==> src/rtl/id_issue_buffer_pkg.sv <==
// id_issue_buffer_pkg
// Shared types for the ID/issue buffer:
//   scoreboard_entry_t - decoded instruction as produced by a decoder lane
//   id_buf_entry_t     - one buffer slot (decoded instruction + control-flow flag)
package id_issue_buffer_pkg;

    typedef struct packed {
        logic [31:0] pc;
        logic [6:0]  op;
        logic [4:0]  rd;
    } scoreboard_entry_t;

    typedef struct packed {
        scoreboard_entry_t sbe;
        logic              is_ctrl_flow;
    } id_buf_entry_t;

endpackage

==> src/rtl/id_issue_buffer_if.sv <==
// id_issue_buffer_if
// Decoder-side and issue-side handshake bundle of the ID/issue buffer.
//   in_entry_i / in_ctrl_flow_i / in_valid_i : decoder lanes, lane 0 oldest
//   in_ready_o                               : per-lane acceptance
//   out_entry_o / out_ctrl_flow_o / out_valid_o : oldest entries to issue
//   out_ack_i                                : issue consumed lanes (prefix)
// Modports: slave = buffer, master = surrounding decode/issue logic.
interface id_issue_buffer_if #(
    parameter int unsigned NrInPorts  = 2,
    parameter int unsigned NrOutPorts = 1
);
    import id_issue_buffer_pkg::*;

    scoreboard_entry_t [NrInPorts-1:0]  in_entry_i;
    logic              [NrInPorts-1:0]  in_ctrl_flow_i;
    logic              [NrInPorts-1:0]  in_valid_i;
    logic              [NrInPorts-1:0]  in_ready_o;
    scoreboard_entry_t [NrOutPorts-1:0] out_entry_o;
    logic              [NrOutPorts-1:0] out_ctrl_flow_o;
    logic              [NrOutPorts-1:0] out_valid_o;
    logic              [NrOutPorts-1:0] out_ack_i;

    modport slave (
        input  in_entry_i, in_ctrl_flow_i, in_valid_i, out_ack_i,
        output in_ready_o, out_entry_o, out_ctrl_flow_o, out_valid_o
    );

    modport master (
        output in_entry_i, in_ctrl_flow_i, in_valid_i, out_ack_i,
        input  in_ready_o, out_entry_o, out_ctrl_flow_o, out_valid_o
    );

endinterface

==> src/rtl/id_issue_buffer_prefix_count.sv <==
// id_prefix_count
// Counts the run of consecutive ones starting at bit 0 of vec_i.
//   vec_i   : N-bit input vector
//   count_o : number of leading ones from bit 0 ($clog2(N+1) bits)
module id_prefix_count #(
    parameter int unsigned N = 2
) (
    input  logic [N-1:0]           vec_i,
    output logic [$clog2(N+1)-1:0] count_o
);
    localparam int unsigned CW = $clog2(N + 1);

    always_comb begin
        logic run;
        run     = 1'b1;
        count_o = '0;
        for (int unsigned i = 0; i < N; i++) begin
            run = run & vec_i[i];
            if (run) count_o = count_o + CW'(1);
        end
    end

endmodule

==> src/rtl/id_issue_buffer.sv <==
// id_issue_buffer
// In-order ring buffer between decode and issue. Up to NrInPorts decoded
// instructions are written per cycle, up to NrOutPorts oldest are presented.
//   clk_i, rst_i : clock, asynchronous active-high reset
//   flush_i      : drop all buffered entries (effective next cycle)
//   bus          : decoder/issue handshake (slave side)
//   usage_o      : registered occupancy
module id_issue_buffer
    import id_issue_buffer_pkg::*;
#(
    parameter int unsigned NrInPorts           = 2,
    parameter int unsigned NrOutPorts          = 1,
    parameter int unsigned Depth               = 4,
    parameter bit          SingleCtrlFlowIssue = 1'b1
) (
    input  logic                       clk_i,
    input  logic                       rst_i,
    input  logic                       flush_i,
    id_issue_buffer_if.slave           bus,
    output logic [$clog2(Depth+1)-1:0] usage_o
);
    localparam int unsigned PtrW  = (Depth > 1) ? $clog2(Depth) : 1;
    localparam int unsigned CntW  = $clog2(Depth + 1);
    localparam int unsigned PushW = $clog2(NrInPorts + 1);
    localparam int unsigned PopW  = $clog2(NrOutPorts + 1);
    localparam logic [PtrW-1:0] PtrMask = PtrW'(Depth - 1);

    if ((Depth == 0) || ((Depth & (Depth - 1)) != 0) ||
        (Depth < NrInPorts) || (Depth < NrOutPorts)) begin : g_bad_params
        $fatal(1, "id_issue_buffer: Depth must be a power of two >= max(NrInPorts, NrOutPorts)");
    end

    id_buf_entry_t         mem_q [Depth];
    logic [PtrW-1:0]       rd_ptr_q, rd_ptr_d;
    logic [PtrW-1:0]       wr_ptr_q, wr_ptr_d;
    logic [CntW-1:0]       count_q, count_d;
    logic [PushW-1:0]      n_push;
    logic [PopW-1:0]       n_pop;
    logic [CntW:0]         free;
    logic [NrInPorts-1:0]  in_ready, push_req;
    logic [NrOutPorts-1:0] out_valid, pop_req;

    // Presentation from registered state only; a control-flow entry hides
    // every younger lane when single control-flow issue is enabled.
    always_comb begin
        logic            cf_seen;
        logic [PtrW-1:0] idx;
        cf_seen             = 1'b0;
        idx                 = '0;
        out_valid           = '0;
        bus.out_entry_o     = '0;
        bus.out_ctrl_flow_o = '0;
        for (int unsigned j = 0; j < NrOutPorts; j++) begin
            idx                    = (rd_ptr_q + PtrW'(j)) & PtrMask;
            bus.out_entry_o[j]     = mem_q[idx].sbe;
            bus.out_ctrl_flow_o[j] = mem_q[idx].is_ctrl_flow;
            out_valid[j]           = (count_q > CntW'(j)) && !(SingleCtrlFlowIssue && cf_seen);
            cf_seen                = cf_seen | mem_q[idx].is_ctrl_flow;
        end
    end

    assign bus.out_valid_o = out_valid;
    assign pop_req         = bus.out_ack_i & out_valid;

    id_prefix_count #(.N(NrOutPorts)) u_pop_count (
        .vec_i   (pop_req),
        .count_o (n_pop)
    );

    // Slots freed by this cycle's pops are offered to the decoder immediately.
    assign free = (CntW+1)'(Depth) - (CntW+1)'(count_q) + (CntW+1)'(n_pop);

    always_comb begin
        in_ready = '0;
        for (int unsigned k = 0; k < NrInPorts; k++) begin
            in_ready[k] = !rst_i && !flush_i && (free > (CntW+1)'(k));
        end
    end

    assign bus.in_ready_o = in_ready;
    assign push_req       = bus.in_valid_i & in_ready;

    id_prefix_count #(.N(NrInPorts)) u_push_count (
        .vec_i   (push_req),
        .count_o (n_push)
    );

    always_comb begin
        if (flush_i) begin
            rd_ptr_d = '0;
            wr_ptr_d = '0;
            count_d  = '0;
        end else begin
            rd_ptr_d = (rd_ptr_q + PtrW'(n_pop)) & PtrMask;
            wr_ptr_d = (wr_ptr_q + PtrW'(n_push)) & PtrMask;
            count_d  = count_q + CntW'(n_push) - CntW'(n_pop);
        end
    end

    always_ff @(posedge clk_i or posedge rst_i) begin
        if (rst_i) begin
            rd_ptr_q <= '0;
            wr_ptr_q <= '0;
            count_q  <= '0;
        end else begin
            rd_ptr_q <= rd_ptr_d;
            wr_ptr_q <= wr_ptr_d;
            count_q  <= count_d;
        end
    end

    always_ff @(posedge clk_i) begin
        for (int unsigned k = 0; k < NrInPorts; k++) begin
            if (PushW'(k) < n_push) begin
                mem_q[(wr_ptr_q + PtrW'(k)) & PtrMask] <= '{sbe: bus.in_entry_i[k],
                                                           is_ctrl_flow: bus.in_ctrl_flow_i[k]};
            end
        end
    end

    assign usage_o = count_q;

    a_in_valid_prefix : assert property (@(posedge clk_i) disable iff (rst_i)
        (bus.in_valid_i & (bus.in_valid_i + NrInPorts'(1))) == '0);
    a_ack_prefix : assert property (@(posedge clk_i) disable iff (rst_i)
        (bus.out_ack_i & (bus.out_ack_i + NrOutPorts'(1))) == '0);
    a_ack_on_valid : assert property (@(posedge clk_i) disable iff (rst_i)
        (bus.out_ack_i & ~out_valid) == '0);

endmodule

==> src/flat_wrapper.sv <==
// flat-port wrapper written by rule: the top's interface ports become plain ports
module id_issue_buffer_flat import id_issue_buffer_pkg::*;
#(
    parameter int unsigned NrInPorts           = 2,
    parameter int unsigned NrOutPorts          = 1,
    parameter int unsigned Depth               = 4,
    parameter bit          SingleCtrlFlowIssue = 1'b1
)
  (clk_i, rst_i, flush_i, usage_o, bus_in_entry_i, bus_in_ctrl_flow_i, bus_in_valid_i, bus_out_ack_i, bus_in_ready_o, bus_out_entry_o, bus_out_ctrl_flow_o, bus_out_valid_o);
  id_issue_buffer_if #(.NrInPorts(NrInPorts), .NrOutPorts(NrOutPorts)) bus_i ();
  input  logic clk_i;
  input  logic rst_i;
  input  logic flush_i;
  output logic [$clog2(Depth+1)-1:0] usage_o;
  input wire logic [$bits(bus_i.in_entry_i)-1:0] bus_in_entry_i;
  input wire logic [$bits(bus_i.in_ctrl_flow_i)-1:0] bus_in_ctrl_flow_i;
  input wire logic [$bits(bus_i.in_valid_i)-1:0] bus_in_valid_i;
  input wire logic [$bits(bus_i.out_ack_i)-1:0] bus_out_ack_i;
  output wire logic [$bits(bus_i.in_ready_o)-1:0] bus_in_ready_o;
  output wire logic [$bits(bus_i.out_entry_o)-1:0] bus_out_entry_o;
  output wire logic [$bits(bus_i.out_ctrl_flow_o)-1:0] bus_out_ctrl_flow_o;
  output wire logic [$bits(bus_i.out_valid_o)-1:0] bus_out_valid_o;
  assign bus_i.in_entry_i = bus_in_entry_i;
  assign bus_i.in_ctrl_flow_i = bus_in_ctrl_flow_i;
  assign bus_i.in_valid_i = bus_in_valid_i;
  assign bus_i.out_ack_i = bus_out_ack_i;
  assign bus_in_ready_o = bus_i.in_ready_o;
  assign bus_out_entry_o = bus_i.out_entry_o;
  assign bus_out_ctrl_flow_o = bus_i.out_ctrl_flow_o;
  assign bus_out_valid_o = bus_i.out_valid_o;
  id_issue_buffer #(.NrInPorts(NrInPorts), .NrOutPorts(NrOutPorts), .Depth(Depth), .SingleCtrlFlowIssue(SingleCtrlFlowIssue)) u_core (.clk_i(clk_i), .rst_i(rst_i), .flush_i(flush_i), .bus(bus_i), .usage_o(usage_o));
endmodule
==> config.mk <==
export PLATFORM = sky130hd
export DESIGN_NAME = id_issue_buffer_flat
export DESIGN_NICKNAME = d
export VERILOG_FILES = /design/src/rtl/id_issue_buffer_pkg.sv /design/src/rtl/id_issue_buffer_if.sv /design/src/rtl/id_issue_buffer_prefix_count.sv /design/src/rtl/id_issue_buffer.sv /design/src/flat_wrapper.sv
export SDC_FILE = /design/constraint.sdc
export NUM_CORES = 1
export LEC_CHECK = 0
export BUFFER_PORTS_ARGS = -buffer_cell sky130_fd_sc_hd__buf_4
export CORE_MARGIN = 5
export CORE_UTILIZATION = 40
export DETAILED_ROUTE_END_ITERATION = 6
export HOLD_SLACK_MARGIN = 0.06
export PLACE_DENSITY = 0.67
export SYNTH_ARGS = -nofsm -noshare
export SYNTH_HDL_FRONTEND = slang
export SYNTH_SLANG_ARGS = --single-unit
==> constraint.sdc <==
create_clock -name clk_i -period 5.53 [get_ports clk_i]
set_input_delay 1.106 -clock clk_i [delete_from_list [all_inputs] [get_ports clk_i]]
set_output_delay 1.106 -clock clk_i [all_outputs]
set_load 0.02 [all_outputs]
# --- Word level (Yosys, flattened, before mapping) ---
# Memories as Yosys holds them, arrays and structs flattened.
# Cells that the tools add are included.
totals:
  reg_bits: 7
  out_inout_bits: 51
  mem_count: 1
  elab_cells: 35
  ramBits: 180
  inputBits: 96
op_classes:
  n_bitwise: 3
  addsub: 8
  n_lt_le_gt_ge: 5
  mux: 10
  n_reduce_logical: 5
memory_table:
  columns: ["memory", "depth", "width", "read_ports", "rd_ports_with_merged_regs", "wr", "line", "source"]
  rows:
  - ["u_core.mem_q", 4, 45, 1, 0, 2, "id_issue_buffer.sv:33", "id_buf_entry_t mem_q [Depth];"]
ops:
  columns: ["cell", "count"]
  rows:
  - ["4-bit by 1-bit > comparator with 1-bit output (second input constant)", 2]
  - ["1-bit two-way mux", 6]
  - ["2-bit two-way mux", 3]
  - ["2-bit by 1-bit adder with 2-bit output (second input constant)", 2]
  - ["4-bit by 1-bit adder with 4-bit output", 1]
  - ["1-bit by 2-bit < comparator with 1-bit output (first input constant)", 2]
  - ["3-bit by 3-bit subtractor with 4-bit output (first input constant)", 1]
  - ["3-bit by 2-bit adder with 3-bit output", 1]
  - ["3-bit by 1-bit > comparator with 1-bit output (second input constant)", 1]
  - ["1-bit logical AND", 3]
  - ["3-bit two-way mux", 1]
  - ["3-bit by 1-bit subtractor with 3-bit output", 1]
  - ["2-bit by 1-bit adder with 2-bit output", 1]
  - ["2-bit adder", 1]
  - ["1-bit AND", 2]
  - ["2-bit AND", 1]
  - ["1-bit zero test", 2]

# --- Logic depth before layout (Yosys ltp) ---
depth:
  word_depth: 13
  ltp_mapped: 14
  depth_no_buf: 14

# --- Hierarchy ---
# A second synthesis with hierarchy kept.
unflattened:
  cells_unflattened: 496
  hier_area_um2: 9155.0
modules_own_cells:
  columns: ["mod", "cells_each", "seq_area_each_um2", "n_inst", "area_per_inst_um2"]
  rows:
  - ["id_issue_buffer", 493, 5580.4, 1, 9131.3]
  - ["id_prefix_count (u_core.u_push_count)", 2, 0.0, 1, 16.3]
  - ["id_prefix_count (u_core.u_pop_count)", 1, 0.0, 1, 7.5]

# --- Least setup slack after synthesis ---
# OpenSTA, ideal clock, no wires.
synth_path:
  path_type: "input port to flip-flop"
  start: "input bus_out_ack_i"
  end: "memory u_core.mem_q[1][0] (netlist name), enable pin"
  n_path_buf: 0
  arrival_ns: 5.272
  setup_ns: 0.513
  cell_stages: 8
  slack_ns: -0.254
  required_time_ns: 5.017
  cell_sequence: "nand2_1 -> ha_1 -> inv_1 -> ha_1 -> or2_2 -> a21oi_1 -> o2bb2ai_1 -> nor3b_1"
synth_lines:
  columns: ["item", "line", "source"]
  rows:
  - ["from (decl)", "flat_wrapper.sv:18", "input wire logic [$bits(bus_i.out_ack_i)-1:0] bus_out_ack_i;"]
  - ["to (decl)", "id_issue_buffer.sv:33", null]

# --- Worst setup path after layout ---
layout_path:
  start: "register u_core.count_q[2] (netlist: u_core.usage_o[2])"
  end: "output bus_in_ready_o[0]"
layout_via:
  elab_chain_cells: 6
  word_cells_on_any_way: 7
  cone_classes: "2 x add/sub; 2 x order compare; 1 x mux; 1 x bitwise; 1 x reduce/logical"
layout_rtl:
  columns: ["item", "line", "source"]
  rows:
  - ["from (decl)", "id_issue_buffer.sv:36", "logic [CntW-1:0] count_q, count_d;"]
  - ["from (signal assigned)", "id_issue_buffer.sv:108", "count_q <= count_d;"]
  - ["3-bit by 1-bit > comparator with 1-bit output", "id_issue_buffer.sv:57", "out_valid[j] = (count_q > CntW'(j)) && !(SingleCtrlFlowIssue && cf_seen);"]
  - ["1-bit AND", "id_issue_buffer.sv:63", "assign pop_req = bus.out_ack_i & out_valid;"]
  - ["1-bit two-way mux", "id_issue_buffer_prefix_count.sv:19", "if (run) count_o = count_o + CW'(1);"]
  - ["4-bit by 1-bit adder with 4-bit output (*)", "id_issue_buffer.sv:71", "assign free = (CntW+1)'(Depth) - (CntW+1)'(count_q) + (CntW+1)'(n_pop);"]
  - ["4-bit by 1-bit > comparator with 1-bit output (*)", "id_issue_buffer.sv:76", "in_ready[k] = !rst_i && !flush_i && (free > (CntW+1)'(k));"]
  - ["1-bit logical AND (*)", "id_issue_buffer.sv:76", null]
  - ["to (decl)", "flat_wrapper.sv:19", "output wire logic [$bits(bus_i.in_ready_o)-1:0] bus_in_ready_o;"]
# Every way passes the cells marked *; elsewhere a longest branch is shown, timed or not.

==> impl_metrics.py <==
metrics = {
    "global_route": {
        "grt_pass1_wl_mm": 32.5,
        "grt_max_degree": 47,
        "antenna_found_initial": 0,
        "first_global_vias": 5801,
        "grtUsageTotal_pct": 16.2,
        "gr-total-overflow": 0,
    },
    "floorplanning": {
        "die_height_um": 163,
        "rows": 56,
        "fp.coreArea_um2": 23300,
        "die_area_um2": 26700,
        "start_util_pct": 40.3,
        "die_x_um": 163,
        "boundaryPins": 147,
    },
    "placed_design": {
        "place_inst": 945,
        "numPortBuffers": 146,
        "place_area_um2": 10800,
        "place_congestion": 0.739,
        "pre_cts_ws_ns": 1.07,
        "dp_hpwl_mm": 13.2,
    },
    "critical_path": {
        "criticalPathCategory": "reg2out",
        "critPathMaxFanout": 7,
        "cp_data_arrival_time_ns": 3.04,
        "cp-end-kind": "output port",
        "cp.required_ns": 4.42,
        "cp-start-kind": "register",
        "reg2reg_slack_ns": 1.43,
    },
    "run_status": {
        "status": "finished, final reports clean",
    },
    "clock_tree": {
        "clockRootBuffer": "clkbuf_16",
        "hold_buffers": 0,
        "cts_max_path_buffers": 2,
        "tritoncts": "yes",
        "clock_latency_ns": 0.42,
        "clock-sinks": 187,
        "h-tree-depth": 4,
        "cts_buffers": 17,
        "clkSlewWorstSetupHoldPaths_ns": 0.07,
        "cts_setup_buffers": 0,
        "cts_resized": 0,
    },
    "synthesis": {
        "yosysUniqueCellTypes": 33,
        "synthTopCellsByArea": "edfxtp_1, mux2_2, mux4_2",
        "synth.avg_cell_area_um2": 18.8,
        "synth-compound-area-share_pct": 0.545,
        "yosysSeqAreaShare_pct": 59.3,
        "synth_top_area_share_pct": 57.5,
        "synth-simple-area-share_pct": 2.26,
        "synth.area.mux_share_pct": 33.9,
        "synth_top_family_by_area": "multiplexers",
        "ys_seq_elements": 187,
        "synthArstFlopShare_pct": 3.74,
        "synth_fa_ha_area_share_pct": 1.14,
        "netlist_area_um2": 9410,
        "synth_enable_flop_cells": 180,
        "synth_largest_area_cell": "edfxtp_1",
        "synth_fp_nets": 605,
        "syn_inst": 501,
        "synth-warning-count": 0,
        "synthXorXnorAreaFrac_pct": 0.465,
        "synthFlopType": "edfxtp_1",
    },
    "timing": {
        "worst_pin_slew_ns": 1.02,
        "fin_crit_sh_pct": 75.0,
        "whs_ns": 0.665,
        "relSlewSlack_pct": 32.1,
        "max_freq_ghz": 0.241,
        "final-max-slew-violation-count": 0,
        "hold_viol_final": 0,
        "rsz0062_at_grt": "no",
        "final-setup-viol-count": 0,
        "finClkSkew_ns": 0.0104,
        "fin_crit_ns": 4.14,
        "final.setup.worst_slack_ns": 1.39,
    },
    "power": {
        "powerDensity_nw_per_um2": 357,
        "vdd_ir_drop_max_uv": 236,
        "cellLeakagePower_uw": 0.00422,
    },
    "layout": {
        "final_util_pct": 49.0,
        "antenna_cells": 0,
        "multi_input_area_um2": 3650,
        "nFillCells": 1943,
        "regArea_um2": 5590,
        "area_growth_pct": 21.6,
        "stdcell_area_um2": 11400,
        "num-nets-final": 749,
        "drive_gt1_share_pct": 63.1,
        "final_cells": 977,
    },
    "route": {
        "drcViolationCount": 0,
        "via_count": 5160,
        "drt_iter0_markers": 181,
        "wl_per_cell_um": 22.0,
        "first_pass_iters": 4,
        "vias_per_cell": 5.28,
        "ant_nets": 0,
        "drt-total-wl_mm": 21.5,
    },
    "flow_run": {
        "maxCapViolCount": 0,
    },
    "min_path": {
        "worstHoldPathType": "in2async",
    },
}
==> Yosys cell counts, drive strengths merged (4+ instances only) <==
cell type  number
buf            22
clkbuf          7
dfrtp           7
edfxtp        180
ha              7
inv            10
mux2          180
mux4           45
nand2           5
nor2            6
nor2b           6
nor3            4
xnor2           4
==> state kept, by name (all words and copies together), names as in the netlist <==
name / flops
u_core.mem_q: 180
u_core.usage_o: 3
u_core.rd_ptr_q: 2
u_core.wr_ptr_q: 2
==> metrics by stage <==
step / setup TNS [ns] / power (uW)
floorplan: -13.17 / 2450
global placement: 0 / 2880
detailed placement: 0 / 2900
CTS: 0 / 4130
global route: 0 / 4260
finish: 0 / 4090
==> report_power, final <==
group	leakage, uW	switching (uW)	internal (uW)	total [uW]
Combinational	0.00221	513	566	1080
Clock	0.000291	525	717	1240
Sequential	0.00172	129	1640	1770
Total	0.00422	1170	2920	4090
==> metal layers <==
metal  part of all wire (%)  global-route usage [%]  up-vias
met1                     41                    19.3     2719
met4                    1.3                    4.96        0
met5                      0                       0        -
met2                     53                    28.8      109
li1                       -                       -     2312
met3                    5.3                    4.01       20
==> critical path: stages, from the launching register on <==
cell	delay, ns
dfrtp_1	0.45
or3_1	0.41
nand2_1	0.10
ha_1	0.20
inv_1	0.06
ha_1	0.22
or2_2	0.29
a21oi_1	0.27
and2_1	0.36
nor3_1	0.09
buf_4	0.17
==> area by class of cell <==
type | instances | share of cell area, %
Clock inverter | 13 | 1.46
Clock buffer | 19 | 3.79
Inverter | 10 | 0.328
Sequential cell | 187 | 48.8
Multi-Input combinational cell | 275 | 31.9
Timing Repair Buffer | 154 | 10.2
Tap cell | 319 | 3.49
==> worst paths after layout <==
| kind | startpoint | end | cells past startpoint |
|---|---|---|---|
| setup / recovery | u_core.usage_o[2] | bus_in_ready_o[0] | 10 |
| max in group asynchronous | rst_i | u_core.rd_ptr_q[0] | 2 |
| hold reg to reg | u_core.usage_o[2] | u_core.usage_o[2] | 3 |
| hold / removal | rst_i | u_core.wr_ptr_q[0] | 2 |
| setup reg to reg | u_core.usage_o[2] | u_core.mem_q[2][10] | 10 |
| min in group clk_i | u_core.usage_o[2] | u_core.usage_o[2] | 3 |
==> logic make-up after synthesis <==
kind of cell	after synthesis
mux	225
flops	187
buf+inv	39
simple gates	32
fa+ha+maj	8
compound gates	5
xor+xnor	5
==> cell usage in the layout, fill, tap and decap left out, types with 2 or more instances in the layout <==
cell and n:
buf_4 153, bufinv_16 3, clkbuf_1 2, clkbuf_16 17, clkinv_2 2, clkinv_4 3
dfrtp_1 5, edfxtp_1 180, ha_1 7, inv_1 10, inv_6 2, mux2_1 6
mux2_2 135, mux2_4 39, mux4_2 45, nand2_1 3, nand2_4 2, nor2_1 6
nor2b_1 6, nor3_1 4, nor3b_1 2, o21ai_4 2, xnor2_1 4
No activity file was read; power rests on OpenSTA's default activity.
